--- src/rtl/fetch_unit_if.sv ---
// Fetch unit port bundle: flush/redirect, instruction-memory read port and consumer handshake.
// master = fetch unit side, slave = memory/consumer side.
interface fetch_unit_if #(
  parameter int INST_WIDTH = 16,
  parameter int ADDR_WIDTH = 10
);
  logic                  i_flush;
  logic [ADDR_WIDTH-1:0] i_flush_addr;
  logic [ADDR_WIDTH-1:0] o_mem_addr;
  logic                  o_mem_rd;
  logic [INST_WIDTH-1:0] i_mem_data;
  logic [3:0]            o_opcode;
  logic [5:0]            o_operand1;
  logic [5:0]            o_operand2;
  logic [ADDR_WIDTH-1:0] o_inst_pc;
  logic                  o_inst_ready;
  logic                  i_inst_ack;
  logic                  o_halted;

  modport master (
    input  i_flush, i_flush_addr, i_mem_data, i_inst_ack,
    output o_mem_addr, o_mem_rd, o_opcode, o_operand1, o_operand2,
           o_inst_pc, o_inst_ready, o_halted
  );

  modport slave (
    output i_flush, i_flush_addr, i_mem_data, i_inst_ack,
    input  o_mem_addr, o_mem_rd, o_opcode, o_operand1, o_operand2,
           o_inst_pc, o_inst_ready, o_halted
  );
endinterface

--- src/rtl/fetch_unit.sv ---
// Instruction fetch with BUF_DEPTH-entry buffer: read issued 1 cycle after reset/flush, head valid the cycle after.
// Reads only issue when buffered + in-flight words fit (a same-cycle pop counts as free); stops fetching on HLT.
module fetch_unit #(
  parameter int INST_WIDTH = 16,
  parameter int ADDR_WIDTH = 10,
  parameter int BUF_DEPTH  = 2
) (
  input  logic         i_clk,
  input  logic         i_rst_n,
  fetch_unit_if.master bus
);
  localparam int PW = $clog2(BUF_DEPTH);
  localparam int CW = PW + 1;
  localparam logic [CW-1:0] DEPTH_C = BUF_DEPTH[CW-1:0];
  localparam logic [CW:0]   DEPTH_L = BUF_DEPTH[CW:0];

  typedef enum logic {RUN, HALT} state_t;

  state_t                state;
  logic                  run_en;
  logic                  halted;
  logic                  rd_q;
  logic [ADDR_WIDTH-1:0] rd_addr_q;
  logic [ADDR_WIDTH-1:0] pc;
  logic [PW-1:0]         rd_ptr;
  logic [PW-1:0]         wr_ptr;
  logic [CW-1:0]         count;
  logic [INST_WIDTH-1:0] inst_buf [BUF_DEPTH];
  logic [ADDR_WIDTH-1:0] pc_buf   [BUF_DEPTH];

  logic                  do_pop;
  logic                  do_push;
  logic                  push_hlt;
  logic                  issue;
  logic [CW:0]           level;

  // rd_q marks the cycle in which the memory return is on i_mem_data
  always_comb begin
    do_pop   = bus.i_inst_ack && (count != '0);
    do_push  = rd_q;
    push_hlt = rd_q && (bus.i_mem_data[INST_WIDTH-1 -: 4] == 4'h0);
    level    = {1'b0, count} + {{CW{1'b0}}, rd_q} - {{CW{1'b0}}, do_pop};
    issue    = run_en && (state == RUN) && !bus.i_flush && !push_hlt && (level < DEPTH_L);
  end

  assign bus.o_mem_rd     = issue;
  assign bus.o_mem_addr   = pc;
  assign bus.o_inst_ready = (count != '0);
  assign bus.o_opcode     = inst_buf[rd_ptr][INST_WIDTH-1 -: 4];
  assign bus.o_operand1   = inst_buf[rd_ptr][INST_WIDTH-5 -: 6];
  assign bus.o_operand2   = inst_buf[rd_ptr][5:0];
  assign bus.o_inst_pc    = pc_buf[rd_ptr];
  assign bus.o_halted     = halted;

  // run_en delays fetching by one edge so reset release is seen synchronously
  always_ff @(posedge i_clk or negedge i_rst_n) begin
    if (!i_rst_n) begin
      state     <= RUN;
      halted    <= 1'b0;
      run_en    <= 1'b0;
      rd_q      <= 1'b0;
      rd_addr_q <= '0;
      pc        <= '0;
      rd_ptr    <= '0;
      wr_ptr    <= '0;
      count     <= '0;
    end else begin
      run_en <= 1'b1;
      if (bus.i_flush) begin
        state  <= RUN;
        halted <= 1'b0;
        rd_q   <= 1'b0;
        pc     <= bus.i_flush_addr;
        rd_ptr <= '0;
        wr_ptr <= '0;
        count  <= '0;
      end else begin
        rd_q <= issue;
        if (issue) begin
          pc        <= pc + 1'b1;
          rd_addr_q <= pc;
        end
        if (do_push) wr_ptr <= wr_ptr + 1'b1;
        if (do_pop)  rd_ptr <= rd_ptr + 1'b1;
        count <= count + CW'(do_push) - CW'(do_pop);
        if ((state == RUN) && push_hlt) begin
          state  <= HALT;
          halted <= 1'b1;
        end
      end
    end
  end

  always_ff @(posedge i_clk or negedge i_rst_n) begin
    if (!i_rst_n) begin
      for (int i = 0; i < BUF_DEPTH; i++) begin
        inst_buf[i] <= '0;
        pc_buf[i]   <= '0;
      end
    end else if (do_push && !bus.i_flush) begin
      inst_buf[wr_ptr] <= bus.i_mem_data;
      pc_buf[wr_ptr]   <= rd_addr_q;
    end
  end

  a_no_overflow: assert property (@(posedge i_clk) disable iff (!i_rst_n)
    !(do_push && !do_pop && !bus.i_flush && (count == DEPTH_C)));

endmodule

--- src/flat_wrapper.sv ---
// flat-port wrapper written by rule: the top's interface ports become plain ports
module fetch_unit_flat 
#(
  parameter int INST_WIDTH = 16,
  parameter int ADDR_WIDTH = 10,
  parameter int BUF_DEPTH  = 2
)
  (i_clk, i_rst_n, bus_i_flush, bus_i_flush_addr, bus_i_mem_data, bus_i_inst_ack, bus_o_mem_addr, bus_o_mem_rd, bus_o_opcode, bus_o_operand1, bus_o_operand2, bus_o_inst_pc, bus_o_inst_ready, bus_o_halted);
  fetch_unit_if #(.INST_WIDTH(INST_WIDTH), .ADDR_WIDTH(ADDR_WIDTH)) bus_i ();
  input  logic i_clk;
  input  logic i_rst_n;
  input wire logic [$bits(bus_i.i_flush)-1:0] bus_i_flush;
  input wire logic [$bits(bus_i.i_flush_addr)-1:0] bus_i_flush_addr;
  input wire logic [$bits(bus_i.i_mem_data)-1:0] bus_i_mem_data;
  input wire logic [$bits(bus_i.i_inst_ack)-1:0] bus_i_inst_ack;
  output wire logic [$bits(bus_i.o_mem_addr)-1:0] bus_o_mem_addr;
  output wire logic [$bits(bus_i.o_mem_rd)-1:0] bus_o_mem_rd;
  output wire logic [$bits(bus_i.o_opcode)-1:0] bus_o_opcode;
  output wire logic [$bits(bus_i.o_operand1)-1:0] bus_o_operand1;
  output wire logic [$bits(bus_i.o_operand2)-1:0] bus_o_operand2;
  output wire logic [$bits(bus_i.o_inst_pc)-1:0] bus_o_inst_pc;
  output wire logic [$bits(bus_i.o_inst_ready)-1:0] bus_o_inst_ready;
  output wire logic [$bits(bus_i.o_halted)-1:0] bus_o_halted;
  assign bus_i.i_flush = bus_i_flush;
  assign bus_i.i_flush_addr = bus_i_flush_addr;
  assign bus_i.i_mem_data = bus_i_mem_data;
  assign bus_i.i_inst_ack = bus_i_inst_ack;
  assign bus_o_mem_addr = bus_i.o_mem_addr;
  assign bus_o_mem_rd = bus_i.o_mem_rd;
  assign bus_o_opcode = bus_i.o_opcode;
  assign bus_o_operand1 = bus_i.o_operand1;
  assign bus_o_operand2 = bus_i.o_operand2;
  assign bus_o_inst_pc = bus_i.o_inst_pc;
  assign bus_o_inst_ready = bus_i.o_inst_ready;
  assign bus_o_halted = bus_i.o_halted;
  fetch_unit #(.INST_WIDTH(INST_WIDTH), .ADDR_WIDTH(ADDR_WIDTH), .BUF_DEPTH(BUF_DEPTH)) u_core (.i_clk(i_clk), .i_rst_n(i_rst_n), .bus(bus_i));
endmodule
--- config.mk ---
export PLATFORM = sky130hd
export DESIGN_NAME = fetch_unit_flat
export DESIGN_NICKNAME = d
export VERILOG_FILES = /design/src/rtl/fetch_unit_if.sv /design/src/rtl/fetch_unit.sv /design/src/flat_wrapper.sv
export SDC_FILE = /design/constraint.sdc
export NUM_CORES = 1
export LEC_CHECK = 0
export BUFFER_PORTS_ARGS = -buffer_cell sky130_fd_sc_hd__buf_2
export CAP_MARGIN = 20
export CORE_ASPECT_RATIO = 1.1
export CORE_UTILIZATION = 55
export CTS_CLUSTER_SIZE = 16
export DETAILED_ROUTE_END_ITERATION = 7
export MAX_ROUTING_LAYER = met4
export PLACE_DENSITY = 0.81
export SYNTH_ARGS = -nofsm -noshare
export SYNTH_HDL_FRONTEND = slang
export SYNTH_SLANG_ARGS = --single-unit
--- constraint.sdc ---
create_clock -name i_clk -period 3.8 [get_ports i_clk]
set_input_delay 0.19 -clock i_clk [delete_from_list [all_inputs] [get_ports i_clk]]
set_output_delay 0.19 -clock i_clk [all_outputs]
set_load 0.03 [all_outputs]
==> flow_summary.ini, run 1 <==
[clock_tree]
cts_hold_buf = 0
post_cts_resized = 0
clock_sinks = 79
clockRootBuffer = clkbuf_8
clk_path_buf_depth = 2
clk_pin_slew_ns = 0.08
postCtsSetupBuffers = 0
clk_latency_ns = 0.34
htree_levels = 3
cts_buffers = 9
cts_tree = yes

[sta]
worstMarginPinSlew_ns = 0.973
slew_headroom_pct = 35.1
hold_viol = 0
fin_skew_ns = 0.00753
tns_ns = 0
period_minus_slack_ns = 3.53
setup_viol = 0
fmax_mhz = 283
rsz0062_at_grt = no
period_share_pct = 92.9
maxSlewViolCount = 0

[worst_hold_path]
hp-class = in2async

[synthesis]
syn_area_mm2 = 0.00352
synth_fp_nets = 306
ys_warn_count = 0
synthXorXnorAreaFrac_pct = 0.995
synth_top_family_by_area = multiplexers
avgSynthCellArea_um2 = 12.9
synth_simple_gate_area_share_pct = 8.03
ys_ff_latch = 79
synth_fa_ha_area_share_pct = 1.64
netlist_instances = 272
synth_cell_types = 34
synth_compound_area_share_pct = 4.69
synthMuxAreaShare_pct = 25.0
seq_area_frac_synth_pct = 56.2

[die]
dieArea_mm2 = 0.00672
fp.coreArea_mm2 = 0.00616
ioPinCount = 69
die_y_um = 85.9
start_util_pct = 57.2
fp-row-count = 30
dieWidth_um = 78.3

[detailed_routing]
routed_wl_um = 6470
drt_first_pass_iters = 4
wire_per_inst_um = 15.1
vias_per_cell = 5.39
drtIter0Drc = 123
ant_nets = 0
routed-via-count = 2300
drc = 0

[cells_and_area]
nNetsFinal = 376
area_growth_pct = 18.7
antenna_cells = 0
drive_above_1_share_pct = 48.7

[setup_path]
crit_required_ns = 3.61
critPathArrivalTime_ns = 3.34
end_kind = output port
crit_fanout = 26
worstSetupPathType = reg2out
start_kind = flop

[place]
port_buffers = 68
place_congestion = 0.763
post-dp-hpwl_um = 4220

[grt]
grt_pass1_wl_um = 10400
grt_pass1_vias = 2139
grt_max_degree = 80
grt_overflow = 0
antenna_found_initial = 0
grt.total_usage_pct = 21.2

[power]
p_per_area_mw_per_mm2 = 870
ir_worst_vdd_v = 0.000416
p_total_mw = 3.64
p_leak_nw = 2.10

[outcome]
status = finished, final reports clean

[run]
max_cap_viol_count = 0
-- stage by stage --
step	hold WS (ns)	cell area, um2	setup WS (ns)	utilization [%]	instances
final	0.00196	4180	0.268	67.9	427
after global routing	0.0628	4180	0.0326	67.9	427
after CTS	0.0317	4180	0.268	67.9	427
after detailed placement	0.404	3920	0.622	63.7	411
after global placement	0.399	3920	0.741	63.7	411
after floorplan	-0.106	3520	0.878	-	272
-- layout make-up --
cell class / instances / area (um2)
Clock inverter: 7 / 135
Timing Repair Buffer: 72 / 373
Clock buffer: 9 / 124
Inverter: 11 / 41.3
Multi-Input combinational cell: 169 / 1430
Sequential cell: 79 / 1980
Fill cell: 466 / 1980
Tap cell: 80 / 100
-- cells in the final DEF (no fill, tap or decap), types with 5 or more instances in the layout --
cell type	n
inv_1	9
a221o_1	7
mux2_2	78
buf_4	5
nor2_1	6
buf_2	67
o21ai_0	9
dfrtp_1	79
clkbuf_8	9
nand2_1	32
-- routing by layer --
| layer | vias to the layer above | track usage, % | wire, um |
|---|---|---|---|
| met2 | 64 | 31.0 | 3010 |
| met1 | 1137 | 28.4 | 3060 |
| met5 | - | - | 0 |
| li1 | 1091 | - | - |
| met3 | 8 | 5.96 | 293 |
| met4 | 0 | 7.74 | 94 |
-- sequential cells by signal (all words and copies together) (netlist names) --
signal and flops:
u_core.bus.o_mem_addr 10, u_core.state 1, u_core.rd_ptr 1, u_core.inst_buf 32
u_core.count 2, u_core.run_en 1, u_core.rd_addr_q 10, u_core.pc_buf 20
u_core.do_push 1, u_core.wr_ptr 1
-- where the power goes --
group / leakage [nW] / internal [mW] / switching (mW)
clock network: 0.133 / 0.499 / 0.296
registers: 1.01 / 1.17 / 0.235
logic: 0.962 / 0.617 / 0.815
-- logic make-up after synthesis --
kind of cell,after synthesis
AOI/OAI and AO/OA,23
xor gates and xnor gates,4
adders and majority gates,4
buffers and inverters,24
DFF,79
muxes,78
other,1
and+or+nand+nor,59
-- worst paths after layout --
path / startpoint / endpoint / slack [ns] / cells after the start
worst min register to register: u_core.pc_buf[6] / u_core.pc_buf[6] / 0.50 / 1
worst max register to register: u_core.count[1] / u_core.bus.o_mem_addr[7] / 0.60 / 13
worst max-delay path: u_core.count[1] / bus_o_mem_rd / 0.27 / 13
worst min-delay path: i_rst_n / u_core.inst_buf[11] / 0.002 / 1
min in group i_clk: bus_i_flush_addr[0] / u_core.bus.o_mem_addr[0] / 0.06 / 3
max in group asynchronous: i_rst_n / u_core.inst_buf[23] / 3.17 / 1
-- synthesized netlist by cell type, drive strengths merged --
| cell type | instances | area [um2] |
|---|---|---|
| and3 | 3 | 18.8 |
| conb | 1 | 3.75 |
| a221o | 7 | 70.1 |
| nand3 | 4 | 20.0 |
| dfrtp | 79 | 1980 |
| a21bo | 1 | 10.0 |
| nand2 | 32 | 120 |
| nand4 | 1 | 6.26 |
| buf | 13 | 78.8 |
| xor2 | 1 | 8.76 |
| or2 | 1 | 6.26 |
| inv | 10 | 37.5 |
| o21ai | 11 | 55.1 |
| xnor2 | 3 | 26.3 |
| nor2b | 1 | 6.26 |
| and2 | 2 | 12.5 |
| nor2 | 6 | 22.5 |
| nor3 | 2 | 10.0 |
| a21boi | 1 | 7.51 |
| a21o | 1 | 7.51 |
| nor3b | 4 | 35.0 |
| nor4 | 3 | 25.0 |
| mux2 | 78 | 878 |
| clkinv | 1 | 3.75 |
| a22oi | 2 | 15.0 |
| ha | 3 | 37.5 |
| fa | 1 | 20.0 |
-- worst max-delay path, cell delays in order (launching register included) --
cell and delay [ns]:
dfrtp_1 0.39, inv_1 0.10, nand2_1 0.07, and2_1 0.18, ha_1 0.27, inv_1 0.04, ha_1 0.19, fa_1 0.38
xor2_1 0.16, nand4_1 0.10, or2_1 0.65, inv_2 0.08, buf_4 0.21, buf_2 0.19
Power figures use the tool's default switching activity.
==> inputs of run 2 (changes only) <==
Settings changed: ABC_AREA set to 1, PLACE_DENSITY 0.81 to 0.8.
==> flow_summary.ini, run 2 <==
[outcome]
status = complete, but fails checks
violations = negative hold slack

[synthesis]
seq_area_frac_synth_pct = 54.3
synth_compound_area_share_pct = 10.1
yosys.area.top_type = dfrtp_1
synth_common_cells = nand2_1, dfrtp_1, o21ai_1
synthMuxAreaShare_pct = 0
yosys_most_used_dff = dfrtp_1
synth_top_area_share_pct = 54.3
avgSynthCellArea_um2 = 7.88
ys_ff_latch = 79
synthXorXnorAreaFrac_pct = 0.241
yosys.cell_count.top_type = nand2_1
synthArstFlopShare_pct = 100
synthTopCellsByArea = dfrtp_1, nand2_1, o21ai_1
synth_simple_gate_area_share_pct = 25.3
ys_warn_count = 0
synth_top_family_by_area = simple AND/OR/NAND/NOR gates
netlist_instances = 462
synth_fa_ha_area_share_pct = 1.58
synth_fp_nets = 496
synth_edf_count = 0
synth_cell_types = 24
syn_area_mm2 = 0.00364

[die]
fp.coreArea_mm2 = 0.00627
dieWidth_um = 79.6
dieArea_mm2 = 0.00695
die_y_um = 87.3
fp-row-count = 30
start_util_pct = 58.1
ioPinCount = 69

[cells_and_area]
final_cell_mix = nand2_1, dfrtp_1, buf_2
layout_commonest_cell = nand2_1
area_growth_pct = 14.8
drive_above_1_share_pct = 17.5
nNetsFinal = 557
reg_top3 = u_core.inst_buf x32, u_core.pc_buf x20
final_util_pct = 66.7
largest_reg_flops = 32
top_register = u_core.inst_buf
antenna_cells = 0

[power]
p_sw_share_pct = 44.3
combPwrFrac_pct = 43.6
p_sw_mw = 1.49
power_frac_seq_pct = 39.7
power_frac_clock_pct = 16.7
p_leak_nw = 2.33
p_int_mw = 1.88
p_per_area_mw_per_mm2 = 806
ir_worst_vdd_v = 0.000384

[run]
max_cap_viol_count = 0

[worst_hold_path]
hp-class = in2async

[clock_tree]
clk_latency_ns = 0.34
cts_buffers = 9
htree_levels = 3
clk_pin_slew_ns = 0.07
postCtsSetupBuffers = 0
clockRootBuffer = clkbuf_8
cts_hold_buf = 0
clock_sinks = 79
post_cts_resized = 0
cts_tree = yes
clk_path_buf_depth = 2

[detailed_routing]
routed-via-count = 3005
ant_nets = 0
drt_first_pass_iters = 4
wire_per_inst_um = 11.9
routed_wl_um = 7240
drtIter0Drc = 223
drc = 0
vias_per_cell = 4.95

[sta]
hold_viol = 2
worstMarginPinSlew_ns = 0.957
fin_skew_ns = 0.00479
period_minus_slack_ns = 3.04
fmax_mhz = 329
worst_slack_ns = 0.759
maxSlewViolCount = 0
hold_ws_ns = -0.00408
period_share_pct = 80.0
rsz0062_at_grt = no
slew_headroom_pct = 36.2
setup_viol = 0
tns_ns = 0

[grt]
grt_overflow = 0
grt_pass1_vias = 2758
grt_max_degree = 80
antenna_found_initial = 0
grt_pass1_wl_um = 12000
grt.total_usage_pct = 23.0

[setup_path]
reg2reg_to = u_core.bus.o_mem_addr[2]
slowest_stage = fa_1
reg2reg_depth = 13
r2r_start = u_core.count[1]
start_kind = flop
worstSetupPathType = reg2out
cp_cell_sequence = o21a_1, ha_1, inv_1, ha_1, fa_1, inv_1, nand2_1, nor2_2, nand2_1, nor2_4, buf_2
critPathArrivalTime_ns = 2.85
crit_buf_inv = 3
r2r_slack_ns = 1.02
critPathTopFamily = adder cells
end_kind = output port
crit_fanout = 13
crit_required_ns = 3.61
cp_slowest_stage_delay_ns = 0.42

[place]
post-dp-hpwl_um = 4690
port_buffers = 68
place_ws_ns = 1.06
place_congestion = 0.895
## run 2: cell types whose count changed after synthesis, moves of 4 or more
cell	delta
nand2_1	+161
mux2_2	-78
o21ai_1	+62
inv_1	+37
nand3_1	+16
nor2_1	+8
a221o_1	-7
o21ai_0	-6
a21oi_1	+5
buf_2	+4
inv_2	+4
## run 2: how the worst max path moves through the flow
stage,start,end,cells past startpoint
2_1_floorplan,u_core.count[1],u_core.bus.o_mem_addr[6],13
3_3_place_gp,u_core.count[1],u_core.bus.o_mem_addr[3],13
3_5_place_dp,u_core.count[1],u_core.bus.o_mem_addr[2],13
4_1_cts,u_core.count[1],bus_o_mem_rd,11
5_1_grt,u_core.count[1],bus_o_mem_rd,11
6_report,u_core.count[1],bus_o_mem_rd,11
## run 2: logic make-up after synthesis
kind of cell | count (synthesis)
compound gates | 73
buf+inv | 72
flops | 79
other cells | 1
xor+xnor | 1
simple gates | 232
fa+ha+maj | 4
## run 2: area by class of cell
| cell class | instances | area (um2) |
|---|---|---|
| fillers | 556 | 2090 |
| flip-flops and latches | 79 | 1980 |
| multi-input cells | 311 | 1360 |
| repair buffers | 70 | 370 |
| inverters | 52 | 195 |
| clock buffers | 15 | 176 |
| well taps | 80 | 100 |
## run 2: power by group through the flow
stage                     sequential, mW  clock [mW]  combinational, mW
after floorplan                     1.38           0               1.05
after global placement              1.33           0               1.43
after detailed placement            1.35           0               1.47
after CTS                           1.34       0.570               1.48
after global routing                1.38       0.609               1.64
final                               1.34       0.563               1.47
## run 2: metal layers
| layer | part of all wire [%] | vias to the layer above | GRT usage, % |
|---|---|---|---|
| li1 | - | 1552 | - |
| met1 | 46 | 1364 | 28.2 |
| met2 | 48 | 79 | 37.8 |
| met3 | 4.4 | 10 | 3.46 |
| met4 | 1.2 | 0 | 9.42 |
| met5 | 0 | - | - |
## run 2: per-stage QoR
| step | hold WS [ns] | instances | instance area [um2] | total power, mW |
|---|---|---|---|---|
| detailed placement | 0.408 | 591 | 3980 | 2.82 |
| finish | -0.00408 | 607 | 4180 | 3.37 |
| global placement | 0.401 | 591 | 3980 | 2.77 |
| CTS | 0.0402 | 606 | 4160 | 3.39 |
| global route | 0.0914 | 607 | 4180 | 3.63 |
| floorplan | -0.106 | 462 | 3640 | 2.43 |
==> inputs of run 3 (changes only) <==
Clock period 3.8 ns to 3.1 ns, I/O delays scaled along.
==> flow_summary.ini, run 3 (synthesis results as in run 2) <==
[detailed_routing]
drt_first_pass_iters = 5
top_layer_used = met4
routed-via-count = 3079
drtIter0Drc = 248
route.met3.wl_um = 355
wire_per_inst_um = 12.0
ant_nets = 0
vias_per_cell = 5.06
drc = 0
routed_wl_um = 7300
wl_met2_um = 3500
wirelength_met1_um = 3300

[setup_path]
reg2reg_to = u_core.rd_addr_q[2]
r2r_slack_ns = 0.55
end_kind = output port
slowest_stage = fa_1
r2r_start = u_core.count[1]
cp-startpoint = u_core.count[1]
crit_fanout = 6
start_kind = flop
cp_cell_sequence = o21a_1, ha_1, inv_1, ha_1, fa_1, inv_1, nand2_1, nor2_2, nand2_1, nor2_4, buf_2
crit_required_ns = 2.94
worstSetupPathType = reg2out
cp_slowest_stage_delay_ns = 0.43
reg2reg_depth = 13
critPathArrivalTime_ns = 2.75
critical_path.endpoint = bus_o_mem_rd

[sta]
fmax_mhz = 344
slew_headroom_pct = 35.6
hold_viol = 46
worstMarginPinSlew_ns = 0.966
maxSlewViolCount = 0
setup_viol = 0
fin_skew_ns = 0.00641
period_minus_slack_ns = 2.91
tns_ns = 0
rsz0062_at_grt = no
period_share_pct = 93.8
hold_ws_ns = -0.0239

[clock_tree]
htree_levels = 3
postCtsSetupBuffers = 0
clk_path_buf_depth = 2
cts_hold_buf = 0
clockRootBuffer = clkbuf_8
clock_sinks = 79
clk_latency_ns = 0.33
cts_buffers = 9
cts_tree = yes
post_cts_resized = 0
clk_pin_slew_ns = 0.07

[run]
max_cap_viol_count = 0

[cells_and_area]
area_growth_pct = 14.7
final_cell_mix = nand2_1, dfrtp_1, buf_2
drive_above_1_share_pct = 18.0
top_register = u_core.inst_buf
final_util_pct = 66.6
layout_commonest_cell = nand2_1
reg_top3 = u_core.inst_buf x32, u_core.pc_buf x20
antenna_cells = 0
nFillCells = 540
nNetsFinal = 560
largest_reg_flops = 32

[die]
fp.coreArea_mm2 = 0.00627
dieWidth_um = 79.6
fp-row-count = 30
dieArea_mm2 = 0.00695
start_util_pct = 58.1
die_y_um = 87.3
ioPinCount = 69

[power]
p_per_area_mw_per_mm2 = 988
power_frac_seq_pct = 39.7
p_sw_mw = 1.83
p_leak_nw = 2.34
p_sw_share_pct = 44.5
combPwrFrac_pct = 44.3
p_int_mw = 2.29
ir_worst_vdd_v = 0.000540
power_frac_clock_pct = 16.0

[outcome]
violations = negative hold slack
status = complete, but fails checks

[place]
place_congestion = 0.888
post-dp-hpwl_um = 4820
port_buffers = 68

[grt]
grt_pass1_wl_um = 12200
antenna_found_initial = 0
grt_overflow = 0
grt.total_usage_pct = 23.5
grt_pass1_vias = 2795
grt_max_degree = 80

[worst_hold_path]
hp-class = in2async
## run 3: per-stage QoR
step / instances / total power, mW / setup WS (ns) / area (um2)
6_report: 609 / 4.13 / 0.192 / 4180
5_1_grt: 609 / 4.45 / 0.0471 / 4180
4_1_cts: 607 / 4.14 / 0.101 / 4160
3_5_place_dp: 593 / 3.47 / 0.505 / 4000
3_3_place_gp: 593 / 3.40 / 0.553 / 4000
2_1_floorplan: 462 / 2.98 / 0.787 / 3640
## run 3: metal layers
layer	track usage, %	vias to the layer above
met5	-	-
met4	11.4	0
met3	3.77	12
met2	38.7	93
met1	28.1	1411
li1	-	1563
## run 3: cell type report
class	instances	area, um2	area share (%)
Multi-Input combinational cell	311	1360	32.6
Tap cell	80	100	2.40
Clock inverter	1	5.00	0.120
Clock buffer	13	159	3.80
Timing Repair Buffer	73	380	9.10
Inverter	52	195	4.67
Sequential cell	79	1980	47.3
## run 3: worst min path at each step
stage               slack [ns]                start  cells after the start                       end
finish                   -0.02              i_rst_n                      1       u_core.inst_buf[18]
global route              0.03  bus_i_flush_addr[5]                      3  u_core.bus.o_mem_addr[5]
CTS                      0.007              i_rst_n                      1       u_core.inst_buf[18]
detailed placement        0.37              i_rst_n                      1       u_core.inst_buf[18]
global placement          0.37              i_rst_n                      1       u_core.inst_buf[18]
floorplan                -0.14              i_rst_n                      0  u_core.bus.o_mem_addr[0]
## run 3: worst max-delay path, delay by kind of cell (launching register included)
| family | cells | cell delay [ns] |
|---|---|---|
| adder cells (fa/ha/maj) | 3 | 0.89 |
| AND/OR/NAND/NOR | 4 | 0.53 |
| flip-flops | 1 | 0.41 |
| buffers and inverters | 3 | 0.35 |
| AO/OA/AOI/OAI | 1 | 0.23 |
## run 3: power groups by stage
stage / Sequential (mW) / Combinational (mW) / Clock, mW
after floorplan: 1.69 / 1.29 / 0
after global placement: 1.63 / 1.77 / 0
after detailed placement: 1.65 / 1.82 / 0
after CTS: 1.64 / 1.83 / 0.673
after global routing: 1.69 / 2.04 / 0.724
final: 1.64 / 1.83 / 0.660
